==> config.mk <==
export PLATFORM = sky130hd
export DESIGN_NAME = rr_arbiter_4
export DESIGN_NICKNAME = d
export VERILOG_FILES = /design/src/rtl/arb_pkg.sv /design/src/rtl/rr_pick4.sv /design/src/rtl/rr_arbiter_4.sv
export SDC_FILE = /design/constraint.sdc
export NUM_CORES = 1
export LEC_CHECK = 0
export ABC_CLOCK_PERIOD_IN_PS = 3000
export BUFFER_PORTS_ARGS = -buffer_cell sky130_fd_sc_hd__buf_2
export CAP_MARGIN = 25
export CORE_MARGIN = 4
export CORE_UTILIZATION = 35
export CTS_CLUSTER_DIAMETER = 120
export CTS_CLUSTER_SIZE = 28
export DETAILED_ROUTE_END_ITERATION = 16
export PLACE_DENSITY = 0.62
export SLEW_MARGIN = 20
export SYNTH_ARGS = -nofsm -noshare
export SYNTH_HDL_FRONTEND = slang
export SYNTH_SLANG_ARGS = --single-unit
==> constraint.sdc <==
create_clock -name clk -period 3 [get_ports clk]
set_input_delay 0.9 -clock clk [delete_from_list [all_inputs] [get_ports clk]]
set_output_delay 0.9 -clock clk [all_outputs]
set_load 0.05 [all_outputs]
==> src/rtl/arb_pkg.sv <==
// Shared types and constants for the four-requester round-robin arbiter.
package arb_pkg;

    localparam int ARB_N = 4;

    typedef logic [ARB_N-1:0] req_vec_t;

    typedef enum logic {
        IDLE  = 1'b0,
        GRANT = 1'b1
    } arb_state_t;

endpackage

==> src/rtl/rr_pick4.sv <==
// Combinational round-robin pick: rotate the request vector so ptr sits at
// bit 0, take the lowest set bit, then rotate the one-hot result back.
module rr_pick4
    import arb_pkg::*;
(
    input  req_vec_t   req,
    input  logic [1:0] ptr,
    output req_vec_t   pick,
    output logic [1:0] idx
);

    logic [7:0] dbl;
    logic [7:0] dbl_back;
    req_vec_t   rot;
    req_vec_t   rpick;
    logic [1:0] idx_r;

    // Rotate, fixed-priority select on the rotated vector, rotate back.
    always_comb begin
        dbl = {req, req};
        rot = dbl[{1'b0, ptr} +: 4];
        casez (rot)
            4'b???1: begin rpick = 4'b0001; idx_r = 2'd0; end
            4'b??10: begin rpick = 4'b0010; idx_r = 2'd1; end
            4'b?100: begin rpick = 4'b0100; idx_r = 2'd2; end
            4'b1000: begin rpick = 4'b1000; idx_r = 2'd3; end
            default: begin rpick = 4'b0000; idx_r = 2'd0; end
        endcase
        dbl_back = {rpick, rpick} << ptr;
        pick     = dbl_back[7:4];
        idx      = idx_r + ptr;
    end

endmodule

==> src/rtl/rr_arbiter_4.sv <==
// Four-requester round-robin arbiter with a registered one-hot grant that
// feeds a 4-to-2 encoder. A grant is held until done or until the owner
// drops its request, and at least one idle cycle separates grants.
// Optional feature: define ARB_TIMEOUT_EN to bound each grant to
// TIMEOUT_CYCLES cycles, with a one-cycle timeout_err pulse on revocation.
module rr_arbiter_4
    import arb_pkg::*;
#(
    parameter int N_REQ          = 4,
    parameter int TIMEOUT_CYCLES = 16
) (
    input  logic     clk,
    input  logic     rst,
    input  req_vec_t req,
    input  logic     done,
    output req_vec_t gnt,
    output logic     gnt_valid,
    output logic     timeout_err
);

    // The encoder downstream is exactly four wide; reject other sizes early.
    if (N_REQ != ARB_N) begin : g_nreq_chk
        $error("rr_arbiter_4: N_REQ must be 4");
    end
    if (TIMEOUT_CYCLES < 2 || TIMEOUT_CYCLES > 255) begin : g_to_chk
        $error("rr_arbiter_4: TIMEOUT_CYCLES must be in 2..255");
    end

    arb_state_t state;
    logic [1:0] ptr;
    req_vec_t   pick;
    logic [1:0] idx;
    logic       rel;
    logic       revoke;

    rr_pick4 u_pick (
        .req  (req),
        .ptr  (ptr),
        .pick (pick),
        .idx  (idx)
    );

    // Owner is finished when it says so or stops asking.
    assign rel = done | ~|(req & gnt);

`ifdef ARB_TIMEOUT_EN
    logic [7:0] cnt;

    // Count cycles spent in GRANT; held at zero while idle so it is clear on entry.
    always_ff @(posedge clk) begin
        if (rst || state == IDLE) cnt <= 8'd0;
        else                      cnt <= cnt + 8'd1;
    end

    // A normal release in the same cycle wins over the timeout.
    assign revoke = (state == GRANT) & ~rel & (cnt == 8'(TIMEOUT_CYCLES - 1));

    // Error pulse lines up with the cycle in which gnt first reads zero.
    always_ff @(posedge clk) begin
        if (rst) timeout_err <= 1'b0;
        else     timeout_err <= revoke;
    end
`else
    assign revoke      = 1'b0;
    assign timeout_err = 1'b0;
`endif

    // Two-state grant FSM; pointer advances past each winner at grant time.
    always_ff @(posedge clk) begin
        if (rst) begin
            state     <= IDLE;
            gnt       <= '0;
            gnt_valid <= 1'b0;
            ptr       <= 2'd0;
        end else begin
            case (state)
                IDLE: begin
                    if (|req) begin
                        state     <= GRANT;
                        gnt       <= pick;
                        gnt_valid <= 1'b1;
                        ptr       <= idx + 2'd1;
                    end
                end
                GRANT: begin
                    if (rel || revoke) begin
                        state     <= IDLE;
                        gnt       <= '0;
                        gnt_valid <= 1'b0;
                    end
                end
                default: begin
                    state     <= IDLE;
                    gnt       <= '0;
                    gnt_valid <= 1'b0;
                end
            endcase
        end
    end

endmodule

# Yosys cells after proc, flatten, opt, wreduce, memory -nomap -nowiden
# Cells that the tools add are included.
# op_classes
eq_ne,5
n_addsub,2
n_shift,2
n_reduce_logical,5
bitwise,3
muxes,11
# op_table
operator,count
$pmux W4 S4,1
$mux W4,2
$pmux W4 S2,1
$reduce_or A4 Y1,2
$shiftx A8 B3 Y4,1
$shl A8 B2 Y8,1
$pmux W2 S3,1
$and A4 B4 Y4,1
$eq A4 B4 Y1 const B,1
$mux W1,4
$pmux W1 S2,2
$reduce_and A2 Y1,2
$eq A3 B3 Y1 const B,1
$add A2 B1 Y2 const B,1
$add A2 B2 Y2,1
$eq A2 B2 Y1 const B,1
$ne A2 B1 Y1 const B,1
$ne A2 B2 Y1 const B,1
$logic_not A1 Y1,1
$not A1 Y1,1
$or A1 B1 Y1,1
# totals
reg_bits,8

# Depth between registers and ports, before layout
# Gate-level depths: netlist of run 1.
# depth
ltp_word,6
mapped_depth,10

# By module
# From an unflattened synthesis of run 1, not the netlist that was laid out.
# hier_totals
cells_unflattened,87
area_unflattened_um2,698.2
# modules_own_cells
module,area_each_um2,instances,seq_area_each_um2,cells_each
rr_arbiter_4,402.9,1,160.2,46
rr_pick4,295.3,1,0.0,41

# Least setup slack after synthesis of run 1
# No wires, ideal clock.
# synth_path
path_kind,input -> register
from,input req[1]
to,register ptr[1]
setup_ns,0.123
t_arrival_ns,2.648
path_buffers,1
setup_slack_ns,0.229
path_stages,10
path_cell_list,buf_6 > inv_1 > nor3_1 > a311oi_1 > a31oi_1 > a211oi_1 > ha_1 > or4_1 > a21oi_1 > mux2_1
# synth_via
elab_chain_len,5
elab_cells_between_ends,9
# synth_rtl
element,line,text
start: declaration,rr_arbiter_4.sv:14,"input req_vec_t req,"
$shiftx A8 B3 Y4,rr_pick4.sv:21,"rot = dbl[{1'b0, ptr} +: 4];"
$eq A4 B4 Y1 (tied with other cells),rr_pick4.sv:22,casez (rot)
$pmux W2 S3,rr_pick4.sv:22,
$add A2 B2 Y2,rr_pick4.sv:31,idx = idx_r + ptr;
$add A2 B1 Y2,rr_arbiter_4.sv:82,ptr <= idx + 2'd1;
end signal: assignment,rr_arbiter_4.sv:82,
end: declaration,rr_arbiter_4.sv:30,logic [1:0] ptr;
# Several ways; a longest one is shown, not always the timed one.
# A chain may end at the register's enable or synchronous reset.

# Final worst setup path of run 1
# Same ends and word-level chain as after synthesis.

==> results of run 1 <==
## layer usage
metal,share of wire (%),GRT usage [%],vias to the layer above
met3,4.9,3.01,5
li1,-,-,315
met1,47,14.1,281
met5,0,0,-
met2,46,19.2,17
met4,2.5,8.29,0
## final cells by class
type	count	area, um2
Tap cell	16	20.0
Inverter	4	15.0
Clock buffer	3	22.5
Multi-Input combinational cell	60	378
Sequential cell	8	160
Fill cell	174	903
Timing Repair Buffer	14	77.6
## kinds of logic (layout without fill, tap and decap cells)
group	after synthesis	after routing	share of synthesized area, %
AO/OA/AOI/OAI	26	26	31.3
flip-flops	8	8	26.4
multiplexers	1	1	1.86
other	1	1	0.618
AND/OR/NAND/NOR	31	31	26.4
adder cells (fa/ha/maj)	1	1	2.06
buffers and inverters	13	21	11.3
## per-stage QoR
step           util (%)  power (mW)  instance area, um2
6_report           42.7       0.438                 673
5_1_grt            42.7       0.473                 673
2_1_floorplan         -       0.328                 607
3_5_place_dp       41.3       0.357                 651
3_3_place_gp       41.3       0.355                 651
4_1_cts            42.7       0.440                 673
## sequential cells by signal (all words and copies together), names as in the netlist
signal / flops
ptr: 2
gnt_valid: 1
gnt: 4
state: 1
## power by group through the flow
stage / clock (mW) / combinational, mW / sequential, mW
6_report: 0.0818 / 0.187 / 0.169
5_1_grt: 0.0927 / 0.207 / 0.173
4_1_cts: 0.0849 / 0.188 / 0.167
3_5_place_dp: 0 / 0.188 / 0.170
3_3_place_gp: 0 / 0.186 / 0.169
2_1_floorplan: 0 / 0.167 / 0.160
## worst min-delay path by stage
stage	startpoint	endpoint	slack (ps)
3_3_place_gp	gnt[3]	gnt[3]	460
5_1_grt	gnt[3]	gnt[3]	500
6_report	gnt[3]	gnt[3]	480
4_1_cts	gnt[3]	gnt[3]	480
3_5_place_dp	gnt[3]	gnt[3]	470
2_1_floorplan	state	gnt_valid	520
## cell usage after synthesis
cell      number  area, um2
nor2_1        13       48.8
a21oi_1        8       40.0
dfxtp_1        8        160
nand2_1        5       18.8
buf_2          4       20.0
inv_1          4       15.0
nor4_1         3       18.8
o31ai_1        3       22.5
a211oi_1       2       15.0
a22oi_1        2       15.0
a32o_1         2       20.0
buf_4          2       15.0
clkbuf_1       2       7.51
nor2_2         2       12.5
o221ai_1       2       17.5
o22ai_1        2       12.5
or2_2          2       12.5
a211o_1        1       8.76
a311oi_1       1       8.76
a31oi_1        1       6.26
buf_6          1       11.3
conb_1         1       3.75
ha_1           1       12.5
mux2_1         1       11.3
nand2b_1       1       6.26
nand3b_1       1       7.51
nor3_1         1       5.00
nor4b_1        1       8.76
o21a_1         1       7.51
o32ai_2        1       16.3
or4_1          1       7.51
or4b_4         1       13.8
## placed cells by master, fill, tap and decap left out, drive strengths merged, types with 2 or more instances in the layout
cell type	n
nor2	15
buf	14
a21oi	8
dfxtp	8
nand2	5
inv	4
nor4	3
o31ai	3
clkbuf	3
a22oi	2
or2	2
o221ai	2
o22ai	2
a32o	2
a211oi	2
## critical path, stage by stage
cell and delay, ps:
buf_2 100, inv_1 50, nor3_1 160, a311oi_1 70, a31oi_1 170, a211oi_1 80, ha_1 230, or4_1 510
a21oi_1 180, mux2_1 330
==> results.md, run 1 <==
* Ports at 13
* Non-filler cells, final at ~110
* Syn Std Cell Area at 607 um2
* Die Width at 49.6 um
* Final min period at 2640 ps
* Slew HR at 64.5%
* Antenna violations before repair at 0
* Reg2Reg Capture Point: ptr[1]
* Area growth syn-to-layout at 10.9%
* Total GRT Usage at 12.1%
* Inserted Clock Buffers at 3
* DRC viols at 0
* Worst-path fanout max at 3
* Reg2Reg Setup Slack at 560 ps
* Clock skew at 0.896 ps
* Max VDD drop at 0.309 mV
* Cell Pwr Density at 650 mW/mm2
* Pre-antenna DRT Iters at 3
* Clock power frac at 18.7%
* Number of hold buffers added after CTS at 0
* FF-to-FF path depth at 7
* Run status: finished clean
* Mapped Cells at 81
* Hold depth at 2
* PnR worst setup slack at 361 ps
* Hold Worst Slack at 481 ps
* Cell count after placement at 102
* Sequential area share after synthesis at between 20% and 30%
* First-pass GRT wire length at 2.30 mm
* Max_cap viols at 0
* Post-synth cell types at 32
* Critical Path RT at 3140 ps
* RSZ-0062 raised after global routing: no
* Post CTS Setup Buffer Count at 0
* PortBufs at 11
* TNS Setup at 0 ps
* Syn avg cell area at 7.49 um2
* Root Driver: clkbuf_4
* Core region area at roughly 0.0016 mm2
* Critical Setup Path Class: in -> reg
* Layout net count at slightly below 100
* RR Startpoint: ptr[0]
* Final hold violations at 0
* CTS tree: built
* Antenna Nets Post-Route at 0
* Routed vias/inst at 5.89
* Vias in the first global route at 546
* Synthesis Warnings at 0
* Worst Path Arrival at 2780 ps
* Starting DRC count in detailed routing at 12
* Place WS at around 97 ps
* FF+latch count, synth at 8
* Diode count at 0
* Largest net degree at the start of global routing at 18
* RePlAce Congestion at between 0.6 and 0.7
* Sw power at 0.185 mW
* Setup crit end kind: register
* Total Wirelength at 1.36 mm
* Fmax at 0.379 GHz
* Post-cts sizing count at 0
* Die height at 49.6 um
* Worst skew pair latency at 250 ps
* Worst-margin pin slew at 531 ps
* Initial Util at 38.5%
* Final setup violating endpoints at 0
* Switch share at 42.4%
* Setup crit start kind: input pin
* Crit. Startpoint: req[1]
* Lkg Pwr at 0.270 nW
* HP Class: reg -> reg
* Syn nets at 89
* Fin. max-slew vios at 0
* Tcrit/Tclk final at 88.0%
* Sequential Power Share at 38.6%
* Worst Setup EP: ptr[1]
* Clock H-tree levels at 1
* Full die area at 0.00246 mm2
* Wirelength per Cell at between 10 and 15 um
* Logic pwr share at 42.7%
* Layout cell share with drive strength beyond 1 at 25.8%
* Post-DP HPWL at ~1.0 mm
* Internal Power at 0.252 mW
* Max Root-Sink Buffers at 2
* CTS sink cnt at 8
* Worst-path clk slew at 50 ps
* Grt ovf at 0
* Via Count at 618
* # rows at 14
Note: power is estimated with default switching activity, not from simulation.
==> run 2: changes to the inputs <==
==> constraint.sdc (replaced) <==
create_clock -name clk -period 3 [get_ports clk]
set_input_delay 0.45 -clock clk [delete_from_list [all_inputs] [get_ports clk]]
set_output_delay 0.45 -clock clk [all_outputs]
set_load 0.05 [all_outputs]
==> run 2 against run 1 <==
  * Wire length is 1.8% lower
  * Die area unchanged
  * Cell count decreased by 2.9%
  * Critical endpoint unchanged
==> results.md, run 2 (synthesized netlist as in run 1, its figures left out) <==
* Hold Worst Slack at 474 ps
* Sequential Power Share at 39.1%
* Worst skew pair latency at 250 ps
* Starting DRC count in detailed routing at 11
* RePlAce Congestion at 0.792
* CTS tree: built
* Max VDD drop at between 0.2 and 0.3 mV
* Layout cell share with drive strength beyond 1 at between 20% and 30%
* Lkg Pwr at 0.256 nW
* Reg2Reg Setup Slack at just under 600 ps
* Post-DP HPWL at 976 um
* Worst-margin pin slew at 519 ps
* Worst-path clk slew at 50 ps
* Setup crit start kind: register
* Min-delay src: rst
* Reg2Reg Capture Point: ptr[1]
* FF-to-FF path depth at 7
* # rows at 14
* Run status: finished clean
* Clock H-tree levels at 1
* Full die area at between 0.002 and 0.0025 mm2
* Cell Pwr Density at 668 mW/mm2
* Wirelength per Cell at around 13 um
* Pre-antenna DRT Iters at 5
* RSZ-0062 raised after global routing: no
* Layout net count at 96
* CTS sink cnt at 8
* Via Count at slightly below 600
* Most frequent cells in the layout: nor2_1, buf_2, a21oi_1, dfxtp_1, nand2_1
* Commonest non-fill, non-tap cell in the layout: nor2_1
* Internal Power at 0.250 mW
* Diode count at 0
* Critical Path RT at 3140 ps
* First-pass GRT wire length at 2.32 mm
* Sw power at 0.184 mW
* Worst Path Arrival at roughly 2600 ps
* Largest register FFs at 4
* Slew HR at 65.4%
* Post-cts sizing count at 0
* Largest net degree at the start of global routing at 18
* Final min period at 2420 ps
* Die Width at 49.6 um
* Fin. max-slew vios at 0
* Max Root-Sink Buffers at 2
* DRC viols at 0
* Final hold violations at 0
* Antenna Nets Post-Route at 0
* Total Wirelength at between 1 and 1.5 mm
* Worst Hold End: state
* Final core utilization at 41.3%
* Logic pwr share at between 40 and 50%
* Critical Setup Path Class: reg -> reg
* Tcrit/Tclk final at 80.7%
* Clock skew at approximately 0.72 ps
* Clock power frac at 18.4%
* Initial Util at 38.5%
* Total GRT Usage at a little under an eighth
* Number of hold buffers added after CTS at 0
* Fmax at 0.413 GHz
* Root Driver: clkbuf_4
* Post CTS Setup Buffer Count at 0
* Hold depth at 2
* Routed vias/inst at 5.78
* Switch share at 42.4%
* Setup crit end kind: register
* PortBufs at 11
* Grt ovf at 0
* Die height at between 40 and 50 um
* Area growth syn-to-layout at 7.22%
* Biggest register: gnt
* TNS Setup at 0 ps
* Max_cap viols at 0
* Final setup violating endpoints at 0
* RR Startpoint: ptr[0]
* Ports at 13
* Worst-path fanout max at 17
* Largest regs: gnt x4, ptr x2
* Inserted Clock Buffers at 3
* Antenna violations before repair at 0
* Core region area at 0.00158 mm2
* Vias in the first global route at 537
* HP Class: in -> reg
-- run 2: final cells by class --
cell class,instances,area (um2)
sequential,8,160
fill,174,926
timing repair buffer,11,55.1
inverter,4,15.0
clock buffer,3,22.5
tap,16,20.0
multi-input combinational,60,378
-- run 2: layer usage --
metal	up-vias	GRT usage [%]	part of all wire (%)
li1	306	-	-
met1	268	14.9	51
met2	12	18.5	44
met3	4	2.71	3.7
met4	0	6.91	2.0
met5	-	0	0
-- run 2: per-stage QoR --
stage / area [um2] / cells / worst slack, ps / total power, mW
global route: 651 / 102 / 455 / 0.470
global placement: 628 / 99 / 446 / 0.352
floorplan: 607 / 81 / 677 / 0.328
detailed placement: 628 / 99 / 415 / 0.355
finish: 651 / 102 / 578 / 0.435
CTS: 651 / 102 / 579 / 0.438
-- run 2: power by group through the flow --
| stage | clock, mW | combinational [mW] | sequential (mW) |
|---|---|---|---|
| after global routing | 0.0906 | 0.205 | 0.174 |
| after CTS | 0.0840 | 0.185 | 0.168 |
| after global placement | 0 | 0.182 | 0.170 |
| after detailed placement | 0 | 0.184 | 0.171 |
| final | 0.0800 | 0.184 | 0.170 |
| after floorplan | 0 | 0.167 | 0.160 |
-- run 2: worst max path at each step --
stage,slack [ps],start,end
final,580,ptr[0],ptr[1]
after global routing,460,ptr[0],ptr[1]
after floorplan,680,ptr[0],ptr[1]
after detailed placement,410,req[1],ptr[1]
after global placement,450,req[1],ptr[1]
after CTS,580,ptr[0],ptr[1]
-- run 2: critical path, cell delays in order (launching register included) --
cell,delay (ps)
dfxtp_1,640
a311oi_1,170
a31oi_1,190
a211oi_1,70
ha_1,230
or4_1,520
a21oi_1,170
mux2_1,330
==> run 3: changes to the inputs <==
--- a/config.mk
+++ b/config.mk
@@ -5,7 +5,8 @@
 export SDC_FILE = /design/constraint.sdc
 export NUM_CORES = 1
 export LEC_CHECK = 0
-export ABC_CLOCK_PERIOD_IN_PS = 3000
+export ABC_AREA = 1
+export ABC_CLOCK_PERIOD_IN_PS = 2500
 export BUFFER_PORTS_ARGS = -buffer_cell sky130_fd_sc_hd__buf_2
 export CAP_MARGIN = 25
 export CORE_MARGIN = 4
==> constraint.sdc (replaced) <==
create_clock -name clk -period 2.5 [get_ports clk]
set_input_delay 0.375 -clock clk [delete_from_list [all_inputs] [get_ports clk]]
set_output_delay 0.375 -clock clk [all_outputs]
set_load 0.05 [all_outputs]
==> run 3 against run 2 <==
  * Synthesized cell count is 37% higher
  * Non-clock buffer count stayed put
  * Critical path depth is 7 higher
  * Cell area is 17% higher
  * Clock skew is 2.6 ps higher
  * Via count is 22% higher
  * Power is 130% higher
  * Critical endpoint unchanged
  * Largest power group unchanged
==> results.md, run 3 <==
* Routed vias/inst at 4.88
* Clock skew at 3.30 ps
* Post-synth cell types at 22
* Antenna Nets Post-Route at 0
* # rows at 15
* PortBufs at 11
* Most frequent cells in the layout: nand2_1, nand3_1, inv_1
* Number of hold buffers added after CTS at 0
* Place WS at 476 ps
* Ports at 13
* Crit. Startpoint: ptr[0]
* Fin. max-slew vios at 0
* Via Count at 717
* FF-to-FF path depth at 14
* Worst Setup EP: ptr[1]
* Max Root-Sink Buffers at 2
* Mapped Cells at 111
* Commonest cells post-synth: nand2_1, nand3_1, inv_1, a21oi_1, dfxtp_1
* Total GRT Usage at roughly 12%
* Syn avg cell area at 6.17 um2
* Syn Std Cell Area at 684 um2
* Final min period at roughly 2100 ps
* Critical Path RT at 2660 ps
* Reg2Reg Capture Point: ptr[1]
* Worst-path fanout max at 11
* Layout net count at 132
* Worst skew pair latency at 260 ps
* Root Driver: clkbuf_4
* Cell Pwr Density at 1300 mW/mm2
* Clock H-tree levels at 1
* RSZ-0062 raised after global routing: no
* Post-cts sizing count at 0
* RR Startpoint: ptr[0]
* Worst Path Arrival at 2210 ps
* Commonest non-fill, non-tap cell in the layout: nand2_1
* TNS Setup at 0 ps
* Final setup violating endpoints at 0
* Largest register FFs at 4
* Total Wirelength at 1.52 mm
* Critical Setup Path Class: reg -> reg
* Post-synth ARST share at 0%
* Critical path's slowest cell: dfxtp_1
* Post-DP HPWL at 1.23 mm
* CP max stage delay at ~590 ps
* Setup crit end kind: register
* Setup crit start kind: register
* Vias in the first global route at 585
* Die Width at 52.2 um
* Post-synth EDFFs at 0
* Cell taking the most area after synthesis: dfxtp_1
* Syn nets at 119
* Reg2Reg Setup Slack at roughly 450 ps
* Inserted Clock Buffers at 3
* First-pass GRT wire length at 2.55 mm
* DRC viols at 0
* Sequential area share after synthesis at 23.4%
* Post CTS Setup Buffer Count at 0
* Synthesis Warnings at 0
* Diode count at 0
* Tcrit/Tclk final at 82.1%
* Core region area at 0.00178 mm2
* Pre-antenna DRT Iters at 4
* Grt ovf at 0
* Biggest register: gnt
* Area growth syn-to-layout at 11.5%
* Worst-path clk slew at roughly 50 ps
* Largest regs: gnt x4, ptr x2
* HP Class: in -> reg
* Fillers at 198
* RePlAce Congestion at 0.807
* Share of Yosys cell area claimed by the top area cell type at 23.4%
* Most numerous cell in the Yosys netlist: nand2_1
* Largest cells by area after synthesis: dfxtp_1, nand2_1, nand3_1
* Lkg Pwr at 0.406 nW
* Antenna violations before repair at 0
* Crit path top cell by count: nand2_1
* Full die area at ~0.0027 mm2
* CTS sink cnt at 8
* Max VDD drop at approximately 0.57 mV
* Starting DRC count in detailed routing at 8
* Die height at about 52 um
* CTS tree: built
* Top FF cell, synth: dfxtp_1
* Crit-path cells: inv_2 > nand2_1 > nand3_2 > nand2_4 > nand2_4 > nor2_4 > a21oi_1 > ha_1 > inv_1 > nand2_1 > nand2_1 > nand3_1 > nand2_1 > nor2_1
* Run status: finished clean
* Wirelength per Cell at 10.3 um
* Fmax at around 0.49 GHz
* PnR worst setup slack at 448 ps
* Max_cap viols at 0
* Final hold violations at 0
* FF+latch count, synth at 8
* Initial Util at 38.4%
* Layout cell share with drive strength beyond 1 at 24.6%
* Largest net degree at the start of global routing at 12
## run 3: cell count changes after synthesis, moves of 3 or more
cell	delta
nand2_1	+27
nand3_1	+20
nor2_1	-11
inv_1	+8
nand2_2	+6
buf_2	-4
inv_2	+3
o31ai_1	-3
## run 3: area by class of cell
class / instances / area [um2] / area share (%)
tap: 25 / 31.3 / 4.10
sequential: 8 / 160 / 21.0
clock buffer: 3 / 22.5 / 2.95
multi-input combinational: 84 / 432 / 56.6
inverter: 16 / 62.6 / 8.20
timing repair buffer: 11 / 55.1 / 7.21
## run 3: per-layer routing
metal	GRT usage (%)	part of all wire [%]
met5	0	0
met2	18.8	45
met4	6.38	2.0
met3	2.85	2.8
met1	16.2	50
## run 3: worst min-delay path by stage
| stage | start | end | slack [ps] | cells past startpoint |
|---|---|---|---|---|
| 2_1_floorplan | rst | gnt[0] | 440 | 1 |
| 3_3_place_gp | gnt_valid | gnt_valid | 450 | 2 |
| 3_5_place_dp | gnt_valid | gnt_valid | 450 | 2 |
| 4_1_cts | rst | gnt[3] | 370 | 2 |
| 5_1_grt | rst | gnt[0] | 380 | 2 |
| 6_report | rst | gnt[3] | 360 | 2 |
## run 3: through the flow
stage               cell area, um2  hold slack (ps)  utilization, %  power (mW)  std cells
floorplan                      684              444               -       0.811        111
global placement               741              449            41.5       0.893        144
detailed placement             741              452            41.5       0.900        144
CTS                            763              368            42.8        1.00        147
global route                   763              379            42.8        1.10        147
finish                         763              362            42.8       0.996        147
## run 3: logic make-up after synthesis
| group | Yosys count | share of synthesized area (%) |
|---|---|---|
| AOI/OAI and AO/OA | 14 | 11.3 |
| buffers and inverters | 19 | 13.5 |
| and+or+nand+nor | 68 | 49.4 |
| DFF | 8 | 23.4 |
| adders and majority gates | 1 | 1.83 |
| other | 1 | 0.548 |
## run 3: where the power goes
part	internal, mW	switching (mW)	total (mW)
clock	0.0549	0.0438	0.0988
sequential	0.167	0.0702	0.237
combinational	0.219	0.441	0.660
total	0.441	0.555	0.996
## run 3: worst max-delay path, delay by kind of cell (launching register included)
kind                     cells  cell delay [ps]
buffers and inverters        2              250
adder cells (fa/ha/maj)      1              200
flip-flops                   1              590
AO/OA/AOI/OAI                1               60
AND/OR/NAND/NOR             10              860
